<file path="src/rtl/canvas_arbiter_pkg.sv">
// Shared constants and types for the canvas arbiter: canvas geometry,
// recognizer timeout and the arbiter state encoding.
package canvas_pkg;

    localparam int CANVAS_ADDR_W = 10;
    localparam int CANVAS_PIXELS = 1 << CANVAS_ADDR_W;
    localparam int REC_TIMEOUT   = 2047;
    localparam int REC_DATA_W    = 8;
    localparam int GRID_W        = CANVAS_ADDR_W / 2;

    typedef enum logic [1:0] {
        ST_IDLE  = 2'd0,
        ST_CLEAR = 2'd1,
        ST_START = 2'd2,
        ST_RECOG = 2'd3
    } state_e;

    // Row occupies the upper half of the address, column the lower half.
    function automatic logic [CANVAS_ADDR_W-1:0] pixel_addr(
        input logic [GRID_W-1:0] row,
        input logic [GRID_W-1:0] col
    );
        return {row, col};
    endfunction

endpackage

</file>
<file path="src/rtl/canvas_arbiter_if.sv">
// Bundle of the pen, user, recognizer and canvas-RAM signals around the arbiter.
// The arbiter uses the slave view; the surrounding system uses the master view.
interface canvas_arbiter_if
    import canvas_pkg::*;
#(
    parameter int ADDR_W = CANVAS_ADDR_W
);

    logic                  draw_req;
    logic [ADDR_W-1:0]     draw_addr;
    logic                  draw_data;
    logic                  draw_ack;

    logic                  submit;
    logic                  clear_req;
    logic                  end_write;

    logic                  rec_read_enable;
    logic [ADDR_W-1:0]     rec_read_addr;
    logic                  rec_read_data;
    logic                  rec_ready;
    logic [REC_DATA_W-1:0] rec_data;

    logic [ADDR_W-1:0]     mem_addr;
    logic                  mem_we;
    logic                  mem_wdata;
    logic                  mem_rdata;

    logic                  busy;
    logic [REC_DATA_W-1:0] result;
    logic                  result_valid;
    logic                  timeout_err;

    modport slave (
        input  draw_req, draw_addr, draw_data,
        input  submit, clear_req,
        input  rec_read_enable, rec_read_addr, rec_ready, rec_data,
        input  mem_rdata,
        output draw_ack, end_write, rec_read_data,
        output mem_addr, mem_we, mem_wdata,
        output busy, result, result_valid, timeout_err
    );

    modport master (
        output draw_req, draw_addr, draw_data,
        output submit, clear_req,
        output rec_read_enable, rec_read_addr, rec_ready, rec_data,
        output mem_rdata,
        input  draw_ack, end_write, rec_read_data,
        input  mem_addr, mem_we, mem_wdata,
        input  busy, result, result_valid, timeout_err
    );

endinterface

</file>
<file path="src/rtl/canvas_arbiter.sv">
// Arbitrates the single-port canvas RAM between the pen, the wipe sweep and the recognizer.
// state | meaning: IDLE pen owns RAM | CLEAR zero sweep | START kick recognizer | RECOG wait result
module canvas_arbiter
    import canvas_pkg::*;
#(
    parameter int ADDR_W  = CANVAS_ADDR_W,
    parameter int TIMEOUT = REC_TIMEOUT
) (
    input  logic             clk,
    input  logic             rst,
    canvas_arbiter_if.slave  bus
);

    localparam int TMO_W = $clog2(TIMEOUT + 1);
    localparam logic [ADDR_W-1:0] LAST_ADDR = '1;
    localparam logic [TMO_W-1:0]  TMO_LIMIT = TMO_W'(TIMEOUT);

    state_e                  state_q, state_d;
    logic [ADDR_W-1:0]       clr_cnt_q, clr_cnt_d;
    logic [TMO_W-1:0]        tmo_q, tmo_d;
    logic [REC_DATA_W-1:0]   result_q, result_d;
    logic                    result_valid_q, result_valid_d;
    logic                    timeout_err_q, timeout_err_d;

    always_ff @(posedge clk) begin
        if (!rst) begin
            state_q        <= ST_IDLE;
            clr_cnt_q      <= '0;
            tmo_q          <= '0;
            result_q       <= '0;
            result_valid_q <= 1'b0;
            timeout_err_q  <= 1'b0;
        end else begin
            state_q        <= state_d;
            clr_cnt_q      <= clr_cnt_d;
            tmo_q          <= tmo_d;
            result_q       <= result_d;
            result_valid_q <= result_valid_d;
            timeout_err_q  <= timeout_err_d;
        end
    end

    always_comb begin
        state_d        = state_q;
        clr_cnt_d      = clr_cnt_q;
        tmo_d          = tmo_q;
        result_d       = result_q;
        result_valid_d = 1'b0;
        timeout_err_d  = timeout_err_q;

        unique case (state_q)
            ST_IDLE: begin
                if (bus.clear_req) begin
                    state_d   = ST_CLEAR;
                    clr_cnt_d = '0;
                end else if (bus.submit) begin
                    state_d       = ST_START;
                    tmo_d         = '0;
                    timeout_err_d = 1'b0;
                end
            end
            ST_CLEAR: begin
                clr_cnt_d = clr_cnt_q + 1'b1;
                if (clr_cnt_q == LAST_ADDR) begin
                    state_d = ST_IDLE;
                end
            end
            ST_START: begin
                state_d = ST_RECOG;
            end
            ST_RECOG: begin
                // The counter holds the number of RECOG cycles completed, so it
                // reaches TIMEOUT on the last permitted cycle and never wraps.
                tmo_d = tmo_q + 1'b1;
                if (bus.rec_ready) begin
                    result_d       = bus.rec_data;
                    result_valid_d = 1'b1;
                    state_d        = ST_IDLE;
                end else if (tmo_d == TMO_LIMIT) begin
                    timeout_err_d = 1'b1;
                    state_d       = ST_IDLE;
                end
            end
            default: begin
                state_d = ST_IDLE;
            end
        endcase
    end

    always_comb begin
        bus.mem_addr      = bus.draw_addr;
        bus.mem_we        = 1'b0;
        bus.mem_wdata     = 1'b0;
        bus.draw_ack      = 1'b0;
        bus.end_write     = 1'b0;
        bus.rec_read_data = 1'b0;

        unique case (state_q)
            ST_IDLE: begin
                bus.mem_addr  = bus.draw_addr;
                bus.mem_wdata = bus.draw_data;
                bus.mem_we    = bus.draw_req & rst;
                bus.draw_ack  = bus.draw_req & rst;
            end
            ST_CLEAR: begin
                bus.mem_addr = clr_cnt_q;
                bus.mem_we   = rst;
            end
            ST_START: begin
                bus.mem_addr      = bus.rec_read_addr;
                bus.end_write     = rst;
                bus.rec_read_data = bus.mem_rdata;
            end
            ST_RECOG: begin
                bus.mem_addr      = bus.rec_read_addr;
                bus.rec_read_data = bus.mem_rdata;
            end
            default: begin
                bus.mem_addr = bus.draw_addr;
            end
        endcase
    end

    assign bus.busy         = (state_q != ST_IDLE);
    assign bus.result       = result_q;
    assign bus.result_valid = result_valid_q;
    assign bus.timeout_err  = timeout_err_q;

endmodule

</file>
<file path="src/flat_wrapper.sv">
// flat-port wrapper written by rule: the top's interface ports become plain ports
module canvas_arbiter_flat import canvas_pkg::*;
#(
    parameter int ADDR_W  = CANVAS_ADDR_W,
    parameter int TIMEOUT = REC_TIMEOUT
)
  (clk, rst, bus_draw_req, bus_draw_addr, bus_draw_data, bus_submit, bus_clear_req, bus_rec_read_enable, bus_rec_read_addr, bus_rec_ready, bus_rec_data, bus_mem_rdata, bus_draw_ack, bus_end_write, bus_rec_read_data, bus_mem_addr, bus_mem_we, bus_mem_wdata, bus_busy, bus_result, bus_result_valid, bus_timeout_err);
  canvas_arbiter_if #(.ADDR_W(ADDR_W)) bus_i ();
  input  logic clk;
  input  logic rst;
  input wire logic [$bits(bus_i.draw_req)-1:0] bus_draw_req;
  input wire logic [$bits(bus_i.draw_addr)-1:0] bus_draw_addr;
  input wire logic [$bits(bus_i.draw_data)-1:0] bus_draw_data;
  input wire logic [$bits(bus_i.submit)-1:0] bus_submit;
  input wire logic [$bits(bus_i.clear_req)-1:0] bus_clear_req;
  input wire logic [$bits(bus_i.rec_read_enable)-1:0] bus_rec_read_enable;
  input wire logic [$bits(bus_i.rec_read_addr)-1:0] bus_rec_read_addr;
  input wire logic [$bits(bus_i.rec_ready)-1:0] bus_rec_ready;
  input wire logic [$bits(bus_i.rec_data)-1:0] bus_rec_data;
  input wire logic [$bits(bus_i.mem_rdata)-1:0] bus_mem_rdata;
  output wire logic [$bits(bus_i.draw_ack)-1:0] bus_draw_ack;
  output wire logic [$bits(bus_i.end_write)-1:0] bus_end_write;
  output wire logic [$bits(bus_i.rec_read_data)-1:0] bus_rec_read_data;
  output wire logic [$bits(bus_i.mem_addr)-1:0] bus_mem_addr;
  output wire logic [$bits(bus_i.mem_we)-1:0] bus_mem_we;
  output wire logic [$bits(bus_i.mem_wdata)-1:0] bus_mem_wdata;
  output wire logic [$bits(bus_i.busy)-1:0] bus_busy;
  output wire logic [$bits(bus_i.result)-1:0] bus_result;
  output wire logic [$bits(bus_i.result_valid)-1:0] bus_result_valid;
  output wire logic [$bits(bus_i.timeout_err)-1:0] bus_timeout_err;
  assign bus_i.draw_req = bus_draw_req;
  assign bus_i.draw_addr = bus_draw_addr;
  assign bus_i.draw_data = bus_draw_data;
  assign bus_i.submit = bus_submit;
  assign bus_i.clear_req = bus_clear_req;
  assign bus_i.rec_read_enable = bus_rec_read_enable;
  assign bus_i.rec_read_addr = bus_rec_read_addr;
  assign bus_i.rec_ready = bus_rec_ready;
  assign bus_i.rec_data = bus_rec_data;
  assign bus_i.mem_rdata = bus_mem_rdata;
  assign bus_draw_ack = bus_i.draw_ack;
  assign bus_end_write = bus_i.end_write;
  assign bus_rec_read_data = bus_i.rec_read_data;
  assign bus_mem_addr = bus_i.mem_addr;
  assign bus_mem_we = bus_i.mem_we;
  assign bus_mem_wdata = bus_i.mem_wdata;
  assign bus_busy = bus_i.busy;
  assign bus_result = bus_i.result;
  assign bus_result_valid = bus_i.result_valid;
  assign bus_timeout_err = bus_i.timeout_err;
  canvas_arbiter #(.ADDR_W(ADDR_W), .TIMEOUT(TIMEOUT)) u_core (.clk(clk), .rst(rst), .bus(bus_i));
endmodule
</file>
<file path="config.mk">
export PLATFORM = sky130hd
export DESIGN_NAME = canvas_arbiter_flat
export DESIGN_NICKNAME = d
export VERILOG_FILES = /design/src/rtl/canvas_arbiter_pkg.sv /design/src/rtl/canvas_arbiter_if.sv /design/src/rtl/canvas_arbiter.sv /design/src/flat_wrapper.sv
export SDC_FILE = /design/constraint.sdc
export NUM_CORES = 1
export LEC_CHECK = 0
export CORE_MARGIN = 2
export CORE_UTILIZATION = 46
export DETAILED_ROUTE_END_ITERATION = 8
export PLACE_DENSITY_LB_ADDON = 0.25
export SETUP_SLACK_MARGIN = 0.02
export SYNTH_ARGS = -nofsm -noshare
export SYNTH_HDL_FRONTEND = slang
export SYNTH_SLANG_ARGS = --single-unit
</file>
<file path="constraint.sdc">
create_clock -name clk -period 2.25 [get_ports clk]
set_input_delay 0.45 -clock clk [delete_from_list [all_inputs] [get_ports clk]]
set_output_delay 0.45 -clock clk [all_outputs]
set_load 0.05 [all_outputs]
</file>
==> impl_metrics.ini <==
[status]
status = completed

[detailed_routing]
num_vias = 2039
wire_per_inst_um = 14.2
first_pass_iters = 4
via_per_inst = 5.50
drtAntennaViolNets = 0
post-route-drc-count = 0
drt_wl_total_mm = 5.26
drtIter0Drc = 152

[clock_tree]
ctsResizeCount = 0
clk_pin_slew_worst_paths_ns = 0.07
ctsHoldBuffers = 0
postCtsSetupRepairBufs = 0
htree_levels = 2
clockBufferDepth = 2
numCtsBuffers = 5
clock_latency_ns = 0.28
cts.sinks = 33
cts_root_buf = clkbuf_8
cts_tree = built

[timing]
holdWs_ns = 0.455
skew_ns = 0.00700
drv_slew = 0
setup_viol = 0
min_period_ns = 2.10
rsz0062_at_grt = no
final.period_utilization_pct = 93.5
hold_viol = 0
slew_headroom_pct = 53.6
fmax_mhz = 475
worstMarginPinSlew_ns = 0.694

[yosys]
syn_inst = 259
async_flop_share_pct = 0
yosys-top-cells-area = dfxtp_1 33%, nand2_1 7.7%, o21ai_0 6.3%
synth_area_um2 = 1990
synth_edf_count = 0
synth_largest_area_cell = dfxtp_1
synth_most_common_cell = nand2_1
seq_area_frac_synth_pct = 33.2
synth_top_flop_cell = dfxtp_1
ys_types = 46
ys_ff_latch = 33
syn_nets = 299
synth_common_cells = 41 x nand2_1, 33 x dfxtp_1, 25 x o21ai_0, 20 x nor2_1, 14 x a21boi_0
ys.warnings.count = 0
synth_top_cell_area_share_pct = 33.2
avgSynthCellArea_um2 = 7.69

[critical_path]
cp.required_ns = 2.42
cp_max_fo = 6
end_kind = flip-flop
crit_type = reg -> reg
crit-reg2reg-launch = u_core.tmo_q[0]
r2r_end = u_core.state_q[1]
worstPathArrival_ns = 2.27
cp-start-kind = flip-flop
r2r_slack_ns = 0.15
r2r_cells = 6

[placement]
dpl.hpwl_mm = 3.80
gp_congestion = 0.876
port_buffers = 61
dpl-instance-area_um2 = 2910

[floorplan]
die_y_um = 69.8
rows = 23
core-area_um2 = 4090
io_pins = 63
start_util_pct = 48.7
die-area_um2 = 4870
die_x_um = 69.8

[global_route]
grt_pass1_vias = 1957
antenna_found_initial = 0
grt-ovfl-total = 0
grt_max_degree = 38
grt_use_total_pct = 22.6
grt_pass1_wl_mm = 9.18

[power]
power_density_nw_per_um2 = 507
power_leakage_nw = 1.12
ir_drop_v = 0.000433

[final_layout]
drive_gt1_share_pct = 15.3
n_antenna_cell = 0
syn_to_final_growth_pct = 50.3
fill_cells = 320
utilization_pct = 73.2
nNetsFinal = 360
fin_area_um2 = 2990

[run]
cap_violations = 0

[worst_hold_path]
min_from = u_core.bus.timeout_err
hold_class = reg -> reg
whs_endpoint = u_core.bus.timeout_err
hold_path_depth = 2
where the power goes:
group	switching [mW]	internal, mW	total (mW)
clock	0.216	0.214	0.431
sequential	0.0108	0.592	0.603
combinational	0.251	0.232	0.483
layout make-up:
cell class                      count  area, um2  area share, %
Multi-Input combinational cell    203       1320           44.1
Timing Repair Buffer               71        846           28.3
Sequential cell                    33        661           22.1
Clock buffer                        6       72.6           2.42
Tap cell                           50       62.6           2.09
Inverter                            6       22.5          0.753
Clock inverter                      2       10.0          0.334
placed cells by master (no fill, tap or decap), types with 4 or more instances in the layout:
cell type / synthesis / layout
nand3_1: 9 / 9
and3_1: 5 / 5
clkbuf_8: 0 / 5
dfxtp_1: 33 / 33
nor2b_1: 10 / 10
mux2i_1: 11 / 11
buf_12: 0 / 16
buf_4: 0 / 10
nor2_1: 20 / 20
o21ai_0: 25 / 15
a21boi_0: 14 / 14
nor3_1: 4 / 4
clkdlybuf4s50_1: 0 / 45
nand2_1: 41 / 41
o21ai_4: 0 / 6
nand4_1: 6 / 6
inv_1: 6 / 6
and2_1: 7 / 7
a22oi_1: 5 / 5
a21oi_1: 6 / 6
cells by family (layout without fill, tap and decap cells):
group / Yosys count / in the layout / share of synthesized area, %
simple gates: 116 / 116 / 29.2
compound gates: 68 / 68 / 23.3
flops: 33 / 33 / 33.2
buf+inv: 23 / 85 / 4.46
mux: 13 / 13 / 6.66
fa+ha+maj: 3 / 3 / 1.88
xor+xnor: 3 / 3 / 1.32
worst max-delay path, cell delays in order (launching register included):
cell and delay (ns):
dfxtp_1 0.41, ha_1 0.22, nand4_2 0.13, or4_4 0.51, a2111oi_4 0.41, a21boi_2 0.11, o221a_1 0.21
state kept, by name, indices dropped and copies added (netlist names):
signal / flops
u_core.tmo_q: 11
u_core.bus.result_valid: 1
u_core.bus.timeout_err: 1
u_core.state_q: 2
u_core.clr_cnt_q: 10
u_core.bus.result: 8
layer usage:
metal / vias up / part of all wire [%] / GRT usage, %
met5: - / 0 / 0
li1: 1035 / - / -
met2: 41 / 52 / 38.4
met4: 0 / 1.5 / 6.62
met3: 7 / 3.4 / 4.51
met1: 956 / 43 / 28.8
worst max path at each step:
stage,from,to,slack [ns]
after CTS,u_core.tmo_q[0],u_core.state_q[1],0.15
final,u_core.tmo_q[0],u_core.state_q[1],0.15
after global placement,bus_clear_req,u_core.tmo_q[2],0.19
after global routing,u_core.tmo_q[0],u_core.state_q[1],0.04
after floorplan,u_core.state_q[0],bus_mem_we,-0.24
after detailed placement,bus_clear_req,u_core.tmo_q[2],0.12
through the flow:
stage	std cells	power, mW	setup TNS (ns)	setup WS [ns]
3_3_place_gp	363	1.09	0	0.189
2_1_floorplan	259	0.865	-0.235	-0.235
5_1_grt	371	1.58	0	0.0363
3_5_place_dp	363	1.10	0	0.124
6_report	371	1.52	0	0.147
4_1_cts	371	1.53	0	0.149
(Power assumes the default switching activity.)
